<file path="src/rtl/uart_pkg.sv">
// Shared definitions for the UART byte receiver.
//   DATA_BITS  : payload bits per 8N1 frame
//   rx_state_e : receiver FSM state encoding (3 bits)
package uart_pkg;

   localparam int DATA_BITS = 8;

   typedef enum logic [2:0] {
      IDLE  = 3'd0,
      START = 3'd1,
      DATA  = 3'd2,
      STOP  = 3'd3,
      BREAK = 3'd4
   } rx_state_e;

endpackage

</file>
<file path="src/rtl/sync_2ff.sv">
// Two-flop synchroniser for a single asynchronous bit.
//   clk   : destination clock
//   reset : asynchronous active-low reset, both flops load RESET_VAL
//   d     : asynchronous input
//   q     : synchronised output, two clk cycles behind d
module sync_2ff #(
   parameter logic RESET_VAL = 1'b1
) (
   input  logic clk,
   input  logic reset,
   input  logic d,
   output logic q
);

   logic meta;

   always_ff @(posedge clk or negedge reset) begin
      if (!reset) begin
         meta <= RESET_VAL;
         q    <= RESET_VAL;
      end else begin
         meta <= d;
         q    <= meta;
      end
   end

endmodule

</file>
<file path="src/rtl/uart_byte_rx.sv">
// UART 8N1 receiver feeding an 8-bit load register.
//   clk       : system clock, rising edge
//   reset     : asynchronous active-low reset
//   rx        : serial line, idle high, asynchronous to clk
//   data_out  : last good received byte, held between frames
//   load      : one-cycle strobe, data_out newly valid this cycle
//   frame_err : one-cycle strobe, stop bit sampled low and byte discarded
//   busy      : high whenever the FSM is not in IDLE
//
// Handshake: load and frame_err are valid-only strobes with no ready/back-
// pressure. The consumer must take data_out in the single cycle load is high;
// data_out and load change on the same clock edge so they can drive a
// register's data_in/load directly. The two strobes are mutually exclusive.
module uart_byte_rx
   import uart_pkg::*;
#(
   parameter int CLKS_PER_BIT = 868
) (
   input  logic                 clk,
   input  logic                 reset,
   input  logic                 rx,
   output logic [DATA_BITS-1:0] data_out,
   output logic                 load,
   output logic                 frame_err,
   output logic                 busy
);

   localparam int               CNT_W    = $clog2(CLKS_PER_BIT);
   localparam logic [CNT_W-1:0] CNT_LAST = CNT_W'(CLKS_PER_BIT - 1);
   localparam logic [CNT_W-1:0] CNT_HALF = CNT_W'(CLKS_PER_BIT / 2 - 1);
   localparam logic [2:0]       IDX_LAST = 3'(DATA_BITS - 1);

   logic                 rx_s;
   rx_state_e            state, state_nxt;
   logic [CNT_W-1:0]     cnt, cnt_nxt;
   logic [2:0]           bit_idx, bit_idx_nxt;
   logic [DATA_BITS-1:0] shreg, shreg_nxt;
   logic [DATA_BITS-1:0] data_nxt;
   logic                 load_nxt, ferr_nxt;

   // Line idles high, so presetting the synchroniser to 1 keeps a reset
   // release from looking like a start edge.
   sync_2ff #(.RESET_VAL(1'b1)) u_sync (
      .clk   (clk),
      .reset (reset),
      .d     (rx),
      .q     (rx_s)
   );

   always_ff @(posedge clk or negedge reset) begin
      if (!reset) begin
         state     <= IDLE;
         cnt       <= '0;
         bit_idx   <= '0;
         shreg     <= '0;
         data_out  <= '0;
         load      <= 1'b0;
         frame_err <= 1'b0;
      end else begin
         state     <= state_nxt;
         cnt       <= cnt_nxt;
         bit_idx   <= bit_idx_nxt;
         shreg     <= shreg_nxt;
         data_out  <= data_nxt;
         load      <= load_nxt;
         frame_err <= ferr_nxt;
      end
   end

   always_comb begin
      state_nxt   = state;
      cnt_nxt     = cnt + 1'b1;
      bit_idx_nxt = bit_idx;
      shreg_nxt   = shreg;
      data_nxt    = data_out;
      load_nxt    = 1'b0;
      ferr_nxt    = 1'b0;

      unique case (state)
         IDLE: begin
            cnt_nxt = '0;
            if (!rx_s) state_nxt = START;
         end
         START: begin
            // Re-check the line half a bit in: a short low pulse is a glitch.
            if (cnt == CNT_HALF) begin
               cnt_nxt = '0;
               if (!rx_s) begin
                  state_nxt   = DATA;
                  bit_idx_nxt = '0;
               end else begin
                  state_nxt = IDLE;
               end
            end
         end
         DATA: begin
            // Timer is already aligned to mid-bit by the START half period.
            if (cnt == CNT_LAST) begin
               cnt_nxt            = '0;
               shreg_nxt[bit_idx] = rx_s;
               if (bit_idx == IDX_LAST) state_nxt = STOP;
               else                     bit_idx_nxt = bit_idx + 3'd1;
            end
         end
         STOP: begin
            if (cnt == CNT_LAST) begin
               cnt_nxt = '0;
               if (rx_s) begin
                  data_nxt  = shreg;
                  load_nxt  = 1'b1;
                  state_nxt = IDLE;
               end else begin
                  ferr_nxt  = 1'b1;
                  state_nxt = BREAK;
               end
            end
         end
         BREAK: begin
            // Hold off until the line is released so a stuck-low line
            // cannot look like an endless stream of start bits.
            cnt_nxt = '0;
            if (rx_s) state_nxt = IDLE;
         end
         default: begin
            cnt_nxt   = '0;
            state_nxt = IDLE;
         end
      endcase
   end

   assign busy = (state != IDLE);

endmodule

</file>
<file path="config.mk">
export PLATFORM = sky130hd
export DESIGN_NAME = uart_byte_rx
export DESIGN_NICKNAME = d
export VERILOG_FILES = /design/src/rtl/uart_pkg.sv /design/src/rtl/sync_2ff.sv /design/src/rtl/uart_byte_rx.sv
export SDC_FILE = /design/constraint.sdc
export NUM_CORES = 1
export LEC_CHECK = 0
export BUFFER_PORTS_ARGS = -buffer_cell sky130_fd_sc_hd__buf_4
export CORE_ASPECT_RATIO = 1.25
export CORE_UTILIZATION = 40
export DETAILED_ROUTE_END_ITERATION = 7
export GPL_TIMING_DRIVEN = 0
export RECOVER_POWER = 100
export SLEW_MARGIN = 10
export SYNTH_ARGS = -nofsm -noshare
export SYNTH_HDL_FRONTEND = slang
export SYNTH_SLANG_ARGS = --single-unit
</file>
<file path="constraint.sdc">
create_clock -name clk -period 2.4 [get_ports clk]
set_input_delay 0.12 -clock clk [delete_from_list [all_inputs] [get_ports clk]]
set_output_delay 0.12 -clock clk [all_outputs]
set_load 0.01 [all_outputs]
</file>
==> results by group, run 1 <==
Run status
  – Status: finished clean

Yosys
  – Mean area per synthesized cell: 12.1 µm²
  – Area leader, netlist: dfrtp_1
  – Top-area cell type share of the netlist area: 50.7%
  – EDFF count, synth: 0
  – Primary FF master, synth: dfrtp_1
  – Count leader, synth: dfrtp_1
  – FF+latch count, synth: 36
  – Cell variety after synth: 39
  – Synth cell count leaders: 34 x dfrtp_1, 23 x nor2_1, 17 x mux2_2, 5 x xor2_1
  – Post-synth ARST share: between 90% and 100%
  – Synth top area cells: dfrtp_1 51%, mux2_2 11%, nor2_1 5.1%
  – Syn Inst Count: 139
  – Synth warn: 0
  – Sequential cell area fraction in the yosys report: 53.9%
  – Net Count, Synth: around 150
  – Area of the mapped netlist: 1680 µm²

Worst setup path
  – Worst EP required: 2.57 ns
  – Crit path DAT: 2.06 ns
  – Reg2Reg Launch Point: cnt[0]$_DFF_PN0_
  – Reg2Reg Capture Point: data_out[4]$_DFFE_PN0P_
  – CP max stage cell: dfrtp_1
  – Critical path buffers and inverters: 0
  – CP peak stage delay: 0.41 ns
  – Cell family with most CP delay: simple AND/OR/NAND/NOR gates
  – CP Class: reg2reg
  – R2r setup slk: 0.51 ns
  – Worst-path maximum fanout: 9
  – Setup crit end kind: flip-flop
  – Worst path depth: 5
  – Type of origin of the critical path: flip-flop
  – Most frequent CP cell: and3_1
  – Cell chain of the critical path: ha_1 -> and3_1 -> and3_1 -> nand4_4 -> mux2_2
  – Worst reg2reg path depth: 5

Floorplan
  – Die area: 4460 µm²
  – Die H: 74.4 µm
  – Core Rows: 25
  – # IOs: 14
  – Initial Util: 42.9%
  – Die width: 59.9 µm
  – Core Box Area: 3910 µm²

Power and ir drop
  – Leak: 0.868 nW
  – VDD IR max: about 0.0004 V
  – Power Dens Cells: 565 nW/µm²

Worst hold path
  – Hold path start: u_sync.meta$_DFF_PN1_
  – Min-delay worst type: reg2reg
  – Hold Crit Endpoint: u_sync.q$_DFF_PN1_
  – Worst hold stages: 0

Global route
  – Gr ovfl total: 0
  – Vias in the first global route: 1,139
  – Largest net degree at the start of global routing: 37
  – Initial antenna violation count: 0
  – All-Layer GR Usage: 16.0%
  – First-pass GRT wire length: 5190 µm

Placed design
  – Port Buffers: 13
  – Dpl hpwl: around 2000 µm
  – Gpl congestion: 0.809
  – Placed Area: approximately 1800 µm²
  – Placed insts: just over 200

Timing
  – Final setup violation count: 0
  – Worst slew pin tran: 0.849 ns
  – Final Max Slew Viols: 0
  – Max Clk Rate: 0.529 GHz
  – Period utilisation layout: about 80%
  – RSZ-0062 raised after global routing: false
  – Final hold viol count: 0
  – Fin Setup TNS: 0 ns
  – Clock skew: 0.00395 ns
  – Tmin final: 1.89 ns
  – Worst slew margin: 43.4%

Route
  – Detailed Routing Iterations Pass 1: 4
  – Routed len/inst: 13.3 µm
  – DRT iter0 DRCs: 37
  – Vias post-DR: 1,081
  – Residual DRC count: 0
  – ANT nets after route: 0
  – Total Wirelength: around 2900 µm
  – Drt via density: 5.00

Clocking
  – H-tree lvl count: 2
  – Reg clk slew, reported paths: approximately 0.070 ns
  – Postcts setup bufs: 0
  – Clock root cell: clkbuf_8
  – CTS tree: done
  – Clk Latency, worst-skew pair: 0.28 ns
  – Max Root-Sink Buffers: 2
  – TritonCTS buffer count: 5
  – CTS sink count: 36
  – Post-cts sizing count: 0

Final layout
  – # diodes: 0
  – Fin nets: 168
  – Area Overhead vs Synth: 13.4%
  – Layout cells sized above 1: 22.2%
  – Final instance area: 1900 µm²
  – Non-Filler Instances: ~220

Job
  – Max-Cap Viols: 0
==> what timing repair did <==
item,in CTS,in global routing
hold buffers,2,0
setup endpoints to repair,0,0
hold endpoints to repair,35,0
==> power breakdown <==
group / internal [mW] / total, mW / switching, mW
sequential: 0.610 / 0.612 / 0.00186
clock: 0.233 / 0.441 / 0.208
combinational: 0.00563 / 0.0210 / 0.0154
==> final cells by class <==
type                    instances  area [µm²]
multi-input cells              97         734
plain buffers                   4        17.5
clock inverters                 1        7.51
well taps                      54        67.6
fillers                       373        2010
flip-flops and latches         36         903
inverters                       2        7.51
clock buffers                   7        86.3
repair buffers                 15        77.6
==> sequential cells by signal, summed over array words and instances (netlist names) <==
name	count
bit_idx	3
cnt	10
data_out	8
frame_err	1
load	1
shreg	8
state	3
u_sync.meta	1
u_sync.q	1
==> placed cells by master (no fill, tap or decap), types with 3 or more instances in the layout <==
| cell type | netlist | routed |
|---|---|---|
| clkbuf_1 | 1 | 13 |
| xnor2_1 | 3 | 3 |
| nand2_1 | 4 | 4 |
| nor2_1 | 23 | 23 |
| clkbuf_8 | 0 | 6 |
| xor2_1 | 5 | 5 |
| ha_1 | 4 | 4 |
| nand4_1 | 4 | 4 |
| mux2_2 | 17 | 17 |
| dfrtp_1 | 34 | 34 |
| a31oi_1 | 3 | 3 |
| nand3_1 | 3 | 4 |
| nand2b_1 | 3 | 3 |
==> cells by family (layout without fill, tap and decap cells) <==
family | after synthesis | after routing | share of synthesized area [%]
flip-flops | 36 | 36 | 53.9
AND/OR/NAND/NOR | 57 | 57 | 20.7
AO/OA/AOI/OAI | 11 | 11 | 5.15
XOR/XNOR | 8 | 8 | 4.18
buffers and inverters | 6 | 29 | 1.72
adder cells (fa/ha/maj) | 4 | 4 | 2.99
multiplexers | 17 | 17 | 11.4
==> stage by stage <==
| stage | util, % | hold slack (ns) | total power, mW | setup WS, ns |
|---|---|---|---|---|
| 6_report | 48.6 | 0.363 | 1.07 | 0.508 |
| 5_1_grt | 48.6 | 0.369 | 1.12 | 0.377 |
| 4_1_cts | 50.0 | 0.344 | 1.09 | 0.535 |
| 3_5_place_dp | 47.1 | 0.107 | 0.644 | 0.550 |
| 3_3_place_gp | 47.1 | 0.0983 | 0.643 | 0.572 |
| 2_1_floorplan | - | -0.176 | 0.627 | 0.684 |
==> routing by layer <==
layer  vias to the layer above  GRT usage, %  part of all wire, %
met5                         -             0                    0
met4                         0          9.04                  2.7
met3                         8          4.35                  2.5
met2                        16          24.3                   45
met1                       518          20.6                   50
li1                        539             -                    -
==> worst max path at each step <==
| stage | endpoint | startpoint | slack (ns) |
|---|---|---|---|
| floorplan | bit_idx[0]$_DFFE_PN0P_ | bit_idx[1]$_DFFE_PN0P_ | 0.68 |
| global placement | shreg[1]$_DFFE_PN0P_ | cnt[0]$_DFF_PN0_ | 0.57 |
| detailed placement | shreg[0]$_DFFE_PN0P_ | cnt[0]$_DFF_PN0_ | 0.55 |
| CTS | shreg[0]$_DFFE_PN0P_ | cnt[0]$_DFF_PN0_ | 0.54 |
| global route | shreg[1]$_DFFE_PN0P_ | cnt[0]$_DFF_PN0_ | 0.38 |
| finish | data_out[4]$_DFFE_PN0P_ | cnt[0]$_DFF_PN0_ | 0.51 |
==> worst register-to-register path: cells and delay by family, from the launching register on <==
| family | cells | cell delay [ns] |
|---|---|---|
| flops | 1 | 0.41 |
| mux | 1 | 0.35 |
| simple gates | 3 | 0.77 |
| fa+ha+maj | 1 | 0.26 |
No activity file was read; power rests on OpenSTA's default activity.
==> run 2, diff against run 1 <==
- ABC_AREA: not set -> 1
- clock period: 2.4 -> 1.65 ns (I/O delays scaled with it)
==> run 2 against run 1 <==
  * Worst setup slack worse by 0.37 ns
  * Global-route usage rose by 0.39 points
  * Die area grew 11%
  * Largest power group unchanged
  * Largest cell class unchanged
  * Synthesized cell count is 64% higher
  * Sequential power up 45%
  * First-iteration DRC count up 22%
  * Clock power grew 52%
  * Utilization decreased by 0.60 points
==> results by group, run 2 <==
Power and ir drop
  – Power Dens Cells: 749 nW/µm²
  – VDD IR max: 0.000367 V
  – Combinational cell fraction of total power: about 2.0%
  – Clock Power Share: 42.1%
  – Leak: around 1.0 nW
  – P_int: around 1.3 mW
  – Psw: 0.326 mW
  – Flop pwr share: 55.9%
  – Sw Ratio: roughly a fifth

Timing
  – Clock skew: 0.00719 ns
  – Worst slew pin tran: 0.891 ns
  – Final Max Slew Viols: 0
  – Tmin final: 1.51 ns
  – Final setup violation count: 0
  – Period utilisation layout: 91.5%
  – Worst hold slack: 0.356 ns
  – Max Clk Rate: 0.662 GHz
  – Final hold viol count: 0
  – Worst slew margin: 40.6%

Global route
  – Busiest layer in global routing: met2
  – Met1 capacity usage during global routing: 18.9%
  – GR Layer Usage met2: 28.5%
  – Met3 Use GR: 3.49%
  – Gr ovfl total: 0
  – Largest net degree at the start of global routing: 37
  – Initial antenna violation count: 0
  – Vias in the first global route: between 1,000 and 1,500
  – First-pass GRT wire length: 6370 µm
  – All-Layer GR Usage: between 15 and 20%

Worst setup path
  – CP max stage cell: dfrtp_1
  – Setup crit end kind: flip-flop
  – Critical path buffers and inverters: 0
  – Crit path DAT: roughly 1.7 ns
  – CP peak stage delay: between 0.4 and 0.5 ns
  – Type of origin of the critical path: flip-flop
  – Worst-path maximum fanout: 5
  – Worst EP required: 1.83 ns
  – Worst path depth: 7
  – Cell chain of the critical path: ha_1 -> ha_1 -> nand3b_1 -> o21ai_2 -> nand3_1 -> nand2_1 -> nand2_1
  – Worst reg2reg path depth: 7
  – CP Class: reg2reg
  – Cell family with most CP delay: simple AND/OR/NAND/NOR gates

Final layout
  – # fillers: 462
  – # diodes: 0
  – Layout cells sized above 1: 13.9%
  – Commonest non-fill, non-tap cell in the layout: nand2_1
  – Most frequent cells in the layout: 75 x nand2_1, 33 x dfrtp_1, 29 x nor2_1
  – Max FFs per register: 10
  – Non-Filler Instances: 310
  – Fin nets: 259
  – Regs by FF count: cnt (10), data_out (8), shreg (8)
  – Biggest register: cnt
  – Area Overhead vs Synth: 14.0%

Yosys
  – Primary FF master, synth: dfrtp_1
  – Area of the mapped netlist: around 1900 µm²
  – Top-area cell type share of the netlist area: 45.6%
  – Net Count, Synth: about 240
  – Sequential cell area fraction in the yosys report: 48.4%
  – Post-synth ARST share: 100%
  – Cell variety after synth: 26
  – Area leader, netlist: dfrtp_1
  – Synth top area cells: dfrtp_1 46%, nand2_1 15%, nand4_1 6.0%
  – Synth warn: 0
  – Count leader, synth: nand2_1
  – FF+latch count, synth: 36
  – Mean area per synthesized cell: 8.18 µm²
  – Syn Inst Count: 228
  – Synth cell count leaders: 77 x nand2_1, 34 x dfrtp_1, 29 x nor2_1, 19 x inv_1, 18 x nand4_1
  – EDFF count, synth: 0

Route
  – Total Wirelength: 3550 µm
  – Routed len/inst: 11.5 µm
  – Vias post-DR: between 1,500 and 2,000
  – ANT nets after route: 0
  – Detailed Routing Iterations Pass 1: 4
  – Drt via density: around 4.9
  – Residual DRC count: 0
  – DRT iter0 DRCs: 45

Placed design
  – Port Buffers: 13
  – Dpl hpwl: approximately 2500 µm
  – Placed insts: 299
  – Gpl congestion: 0.839

Clocking
  – CTS sink count: 36
  – TritonCTS buffer count: 5
  – H-tree lvl count: 2
  – Reg clk slew, reported paths: ~0.070 ns
  – Max Root-Sink Buffers: 2
  – Clock root cell: clkbuf_8
  – CTS tree: done
  – Clk Latency, worst-skew pair: 0.29 ns

Floorplan
  – Initial Util: approximately 42%
  – Core Rows: 27
  – Die area: approximately 4900 µm²
  – Core Box Area: 4430 µm²
  – # IOs: 14
  – Die H: 78.4 µm
  – Die width: 63.1 µm

Worst hold path
  – Min-delay worst type: reg2reg
  – Worst hold stages: 0

Job
  – Max-Cap Viols: 0

Run status
  – Status: finished clean
run 2: through the flow:
| step | setup WS (ns) | utilization (%) | area [µm²] | total power, mW | TNS (ns) |
|---|---|---|---|---|---|
| floorplan | 0.222 | - | 1870 | 0.913 | 0 |
| global placement | 0.0123 | 46.0 | 2040 | 0.936 | 0 |
| detailed placement | -0.00391 | 46.0 | 2040 | 0.937 | -0.00727 |
| CTS | 0.0192 | 48.7 | 2150 | 1.63 | 0 |
| global route | -0.00787 | 48.0 | 2130 | 1.65 | -0.00787 |
| finish | 0.140 | 48.0 | 2130 | 1.59 | 0 |
run 2: routing by layer:
metal  share of wire [%]  wire length [µm]
met1                  43              1540
met2                  51              1810
met3                 4.0               141
met4                 1.9                66
met5                   0                 0
run 2: power by group through the flow:
stage | Combinational [mW] | Sequential (mW) | Clock [mW]
5_1_grt | 0.0365 | 0.890 | 0.727
3_5_place_dp | 0.0303 | 0.907 | 0
4_1_cts | 0.0341 | 0.890 | 0.707
3_3_place_gp | 0.0298 | 0.907 | 0
2_1_floorplan | 0.00662 | 0.906 | 0
6_report | 0.0313 | 0.890 | 0.670
run 2: logic make-up (layout without fill, tap and decap cells):
group / Yosys count / after routing / synth area share [%]
buffers and inverters: 24 / 48 / 5.16
AOI/OAI and AO/OA: 7 / 7 / 2.08
adders and majority gates: 4 / 4 / 2.68
DFF: 36 / 36 / 48.4
and+or+nand+nor: 151 / 151 / 38.8
xor gates and xnor gates: 6 / 6 / 2.82
run 2: worst register-to-register path, stage by stage (launching register included):
cell	delay, ns
dfrtp_1	0.43
ha_1	0.20
ha_1	0.18
nand3b_1	0.19
o21ai_2	0.12
nand3_1	0.15
nand2_1	0.08
nand2_1	0.05
run 2: area by class of cell:
cell class	count	area, µm²	area share [%]
sequential	36	905	42.6
inverter	23	91.3	4.30
tap	58	72.6	3.41
buffer	1	5.00	0.235
timing repair buffer	17	85.1	4.00
multi-input combinational	168	871	41.0
clock buffer	7	96.3	4.53
run 2: what timing repair did:
item,4_1_cts,5_1_grt
pin swaps,0,1
hold endpoints to repair,35,0
setup buffers,0,2
endpoints found under the setup margin,9,27
gates resized for setup,1,4
hold buffers,2,0
gates cloned,0,0
run 2: worst paths after layout:
kind	from	end	slack [ns]
worst max register to register	bit_idx[1]$_DFFE_PN0P_	bit_idx[0]$_DFFE_PN0P_	0.14
worst min-delay path	u_sync.meta$_DFF_PN1_	u_sync.q$_DFF_PN1_	0.36
min in group asynchronous	reset	cnt[5]$_DFF_PN0_	0.45
max in group asynchronous	reset	cnt[0]$_DFF_PN0_	0.60
worst min register to register	u_sync.meta$_DFF_PN1_	u_sync.q$_DFF_PN1_	0.36
worst max-delay path	bit_idx[1]$_DFFE_PN0P_	bit_idx[0]$_DFFE_PN0P_	0.14
==> run 3, diff against run 2 <==
- ABC_AREA: 1 -> not set
==> run 3 against run 2 <==
  * Cell count down 27%
  * Maximum frequency down 12%
  * The flow now finishes with violations (negative setup slack)
  * Clock power down 5.7%
  * Combinational power up 3%
  * Non-clock buffer count up 11
  * First-iteration DRC count down 6.7%
  * Total power down 2.4%
  * Largest cell class unchanged
  * Worst setup slack worse by 0.20 ns
  * Hold slack better by 0.0098 ns
==> results by group, run 3 (same netlist as run 1, synthesis figures left out) <==
Timing
  – Fin worst setup slack: -0.0649 ns
  – Clock skew: 0.00697 ns
  – Max Clk Rate: roughly 0.6 GHz
  – Period utilisation layout: 104%
  – Worst slew margin: 40.2%
  – Final setup violation count: 4
  – Final hold viol count: 0
  – Final Max Slew Viols: 0
  – Tmin final: 1.71 ns
  – Worst slew pin tran: approximately 0.9 ns
  – Fin Setup TNS: -0.123 ns
  – RSZ-0062 raised after global routing: true

Final layout
  – Layout Utilization: 54.0%
  – Commonest non-fill, non-tap cell in the layout: dfrtp_1
  – Most frequent cells in the layout: 30 x dfrtp_1, 22 x nor2_1, 14 x buf_4
  – Multi-input gate area: ~860 µm²
  – # diodes: 0
  – Biggest register: cnt
  – Layout cells sized above 1: 37.6%
  – # fillers: ~350
  – Fin nets: 179
  – Reg area: 908 µm²
  – Area Overhead vs Synth: 25.8%
  – Max FFs per register: 10
  – Regs by FF count: cnt (10), data_out (8), shreg (8)

Power and ir drop
  – VDD IR max: around 0.00046 V
  – Leak: between 0.9 and 1 nW
  – Power Dens Cells: 737 nW/µm²
  – Final Power: 1.55 mW

Global route
  – Gr ovfl total: 0
  – Initial antenna violation count: 0
  – First-pass GRT wire length: 5600 µm
  – Largest net degree at the start of global routing: 37
  – All-Layer GR Usage: 17.3%
  – Vias in the first global route: 1,203

Clocking
  – Clk Latency, worst-skew pair: 0.29 ns
  – Clock root cell: clkbuf_8
  – H-tree lvl count: 2
  – TritonCTS buffer count: 5
  – CTS tree: done
  – Max Root-Sink Buffers: 2
  – CTS sink count: 36
  – Reg clk slew, reported paths: 0.08 ns

Worst setup path
  – Reg2Reg Capture Point: bit_idx[0]$_DFFE_PN0P_
  – CP Class: reg2reg
  – CP peak stage delay: between 0.4 and 0.5 ns
  – Cell chain of the critical path: ha_2 -> ha_4 -> nor3b_4 -> o21bai_2 -> a211o_1 -> mux2_4
  – Type of origin of the critical path: flip-flop
  – Critical Path Sink: bit_idx[0]$_DFFE_PN0P_
  – Setup crit end kind: flip-flop
  – Worst reg2reg path depth: 6
  – Reg2Reg Launch Point: bit_idx[0]$_DFFE_PN0P_
  – CP startpoint: bit_idx[0]$_DFFE_PN0P_
  – Worst EP required: ~1.8 ns
  – CP max stage cell: dfrtp_1
  – R2r setup slk: -0.06 ns
  – Worst-path maximum fanout: 4
  – Crit path DAT: 1.90 ns

Job
  – Max-Cap Viols: 0

Route
  – DRT iter0 DRCs: 42
  – Total Wirelength: around 3400 µm
  – Drt via density: 5.33
  – Routed len/inst: 14.8 µm
  – Vias post-DR: 1,211
  – ANT nets after route: 0
  – Detailed Routing Iterations Pass 1: 4
  – Residual DRC count: 0

Floorplan
  – Die H: 74.4 µm
  – Die area: 4460 µm²
  – # IOs: 14
  – Core Box Area: just under 4000 µm²
  – Die width: 59.9 µm
  – Core Rows: 25
  – Initial Util: 42.9%

Worst hold path
  – Min-delay worst type: reg2reg

Placed design
  – Dpl hpwl: 2010 µm
  – Gpl congestion: 0.899
  – Port Buffers: 13

Run status
  – Status: finished, violations left
  – Failing checks: negative setup slack
==> run 3: repair_timing <==
action	CTS	global route
buffers inserted	9	2
gates cloned	0	1
setup endpoints to repair	29	29
pin swaps	9	7
hold buffers	2	0
endpoints found under the hold margin	35	0
resized for setup	13	9
==> run 3: worst min path at each step <==
stage	from	endpoint	slack, ns	cells after the start
floorplan	reset	bit_idx[0]$_DFFE_PN0P_	-0.21	0
global placement	reset	cnt[4]$_DFF_PN0_	0.06	1
detailed placement	reset	cnt[5]$_DFF_PN0_	0.07	1
CTS	reset	data_out[7]$_DFFE_PN0P_	0.30	2
global route	u_sync.meta$_DFF_PN1_	u_sync.q$_DFF_PN1_	0.37	0
finish	u_sync.meta$_DFF_PN1_	u_sync.q$_DFF_PN1_	0.37	0
==> run 3: critical path, delay by kind of cell (launching register included) <==
family,cells,cell delay [ns]
DFF,1,0.41
AOI/OAI and AO/OA,2,0.37
adders and majority gates,2,0.36
muxes,1,0.27
and+or+nand+nor,1,0.19
==> run 3: area by class of cell <==
type	count	share of cell area [%]
inverters	2	0.356
plain buffers	3	0.890
multi-input cells	98	40.7
repair buffers	26	7.59
flip-flops and latches	36	43.1
clock buffers	6	3.44
well taps	54	3.20
clock inverters	2	0.771
==> run 3: stage by stage <==
step	cell area (µm²)	setup slack, ns	std cells	hold slack (ns)
2_1_floorplan	1700	-0.00561	139	-0.213
3_3_place_gp	1870	-0.198	206	0.0596
3_5_place_dp	1870	-0.182	206	0.0676
4_1_cts	2080	-0.0513	224	0.300
5_1_grt	2110	-0.152	227	0.369
6_report	2110	-0.0649	227	0.366
==> run 3: power by group <==
part | internal, mW | switching, mW
Combinational | 0.00860 | 0.0237
Sequential | 0.886 | 0.00397
Clock | 0.300 | 0.332
==> run 3: routing by layer <==
layer	vias up	GRT usage, %	share of wire (%)
met5	-	0	0
met3	8	5.39	3.1
met2	20	27.9	51
met4	0	9.56	2.5
met1	617	20.4	44
li1	566	-	-
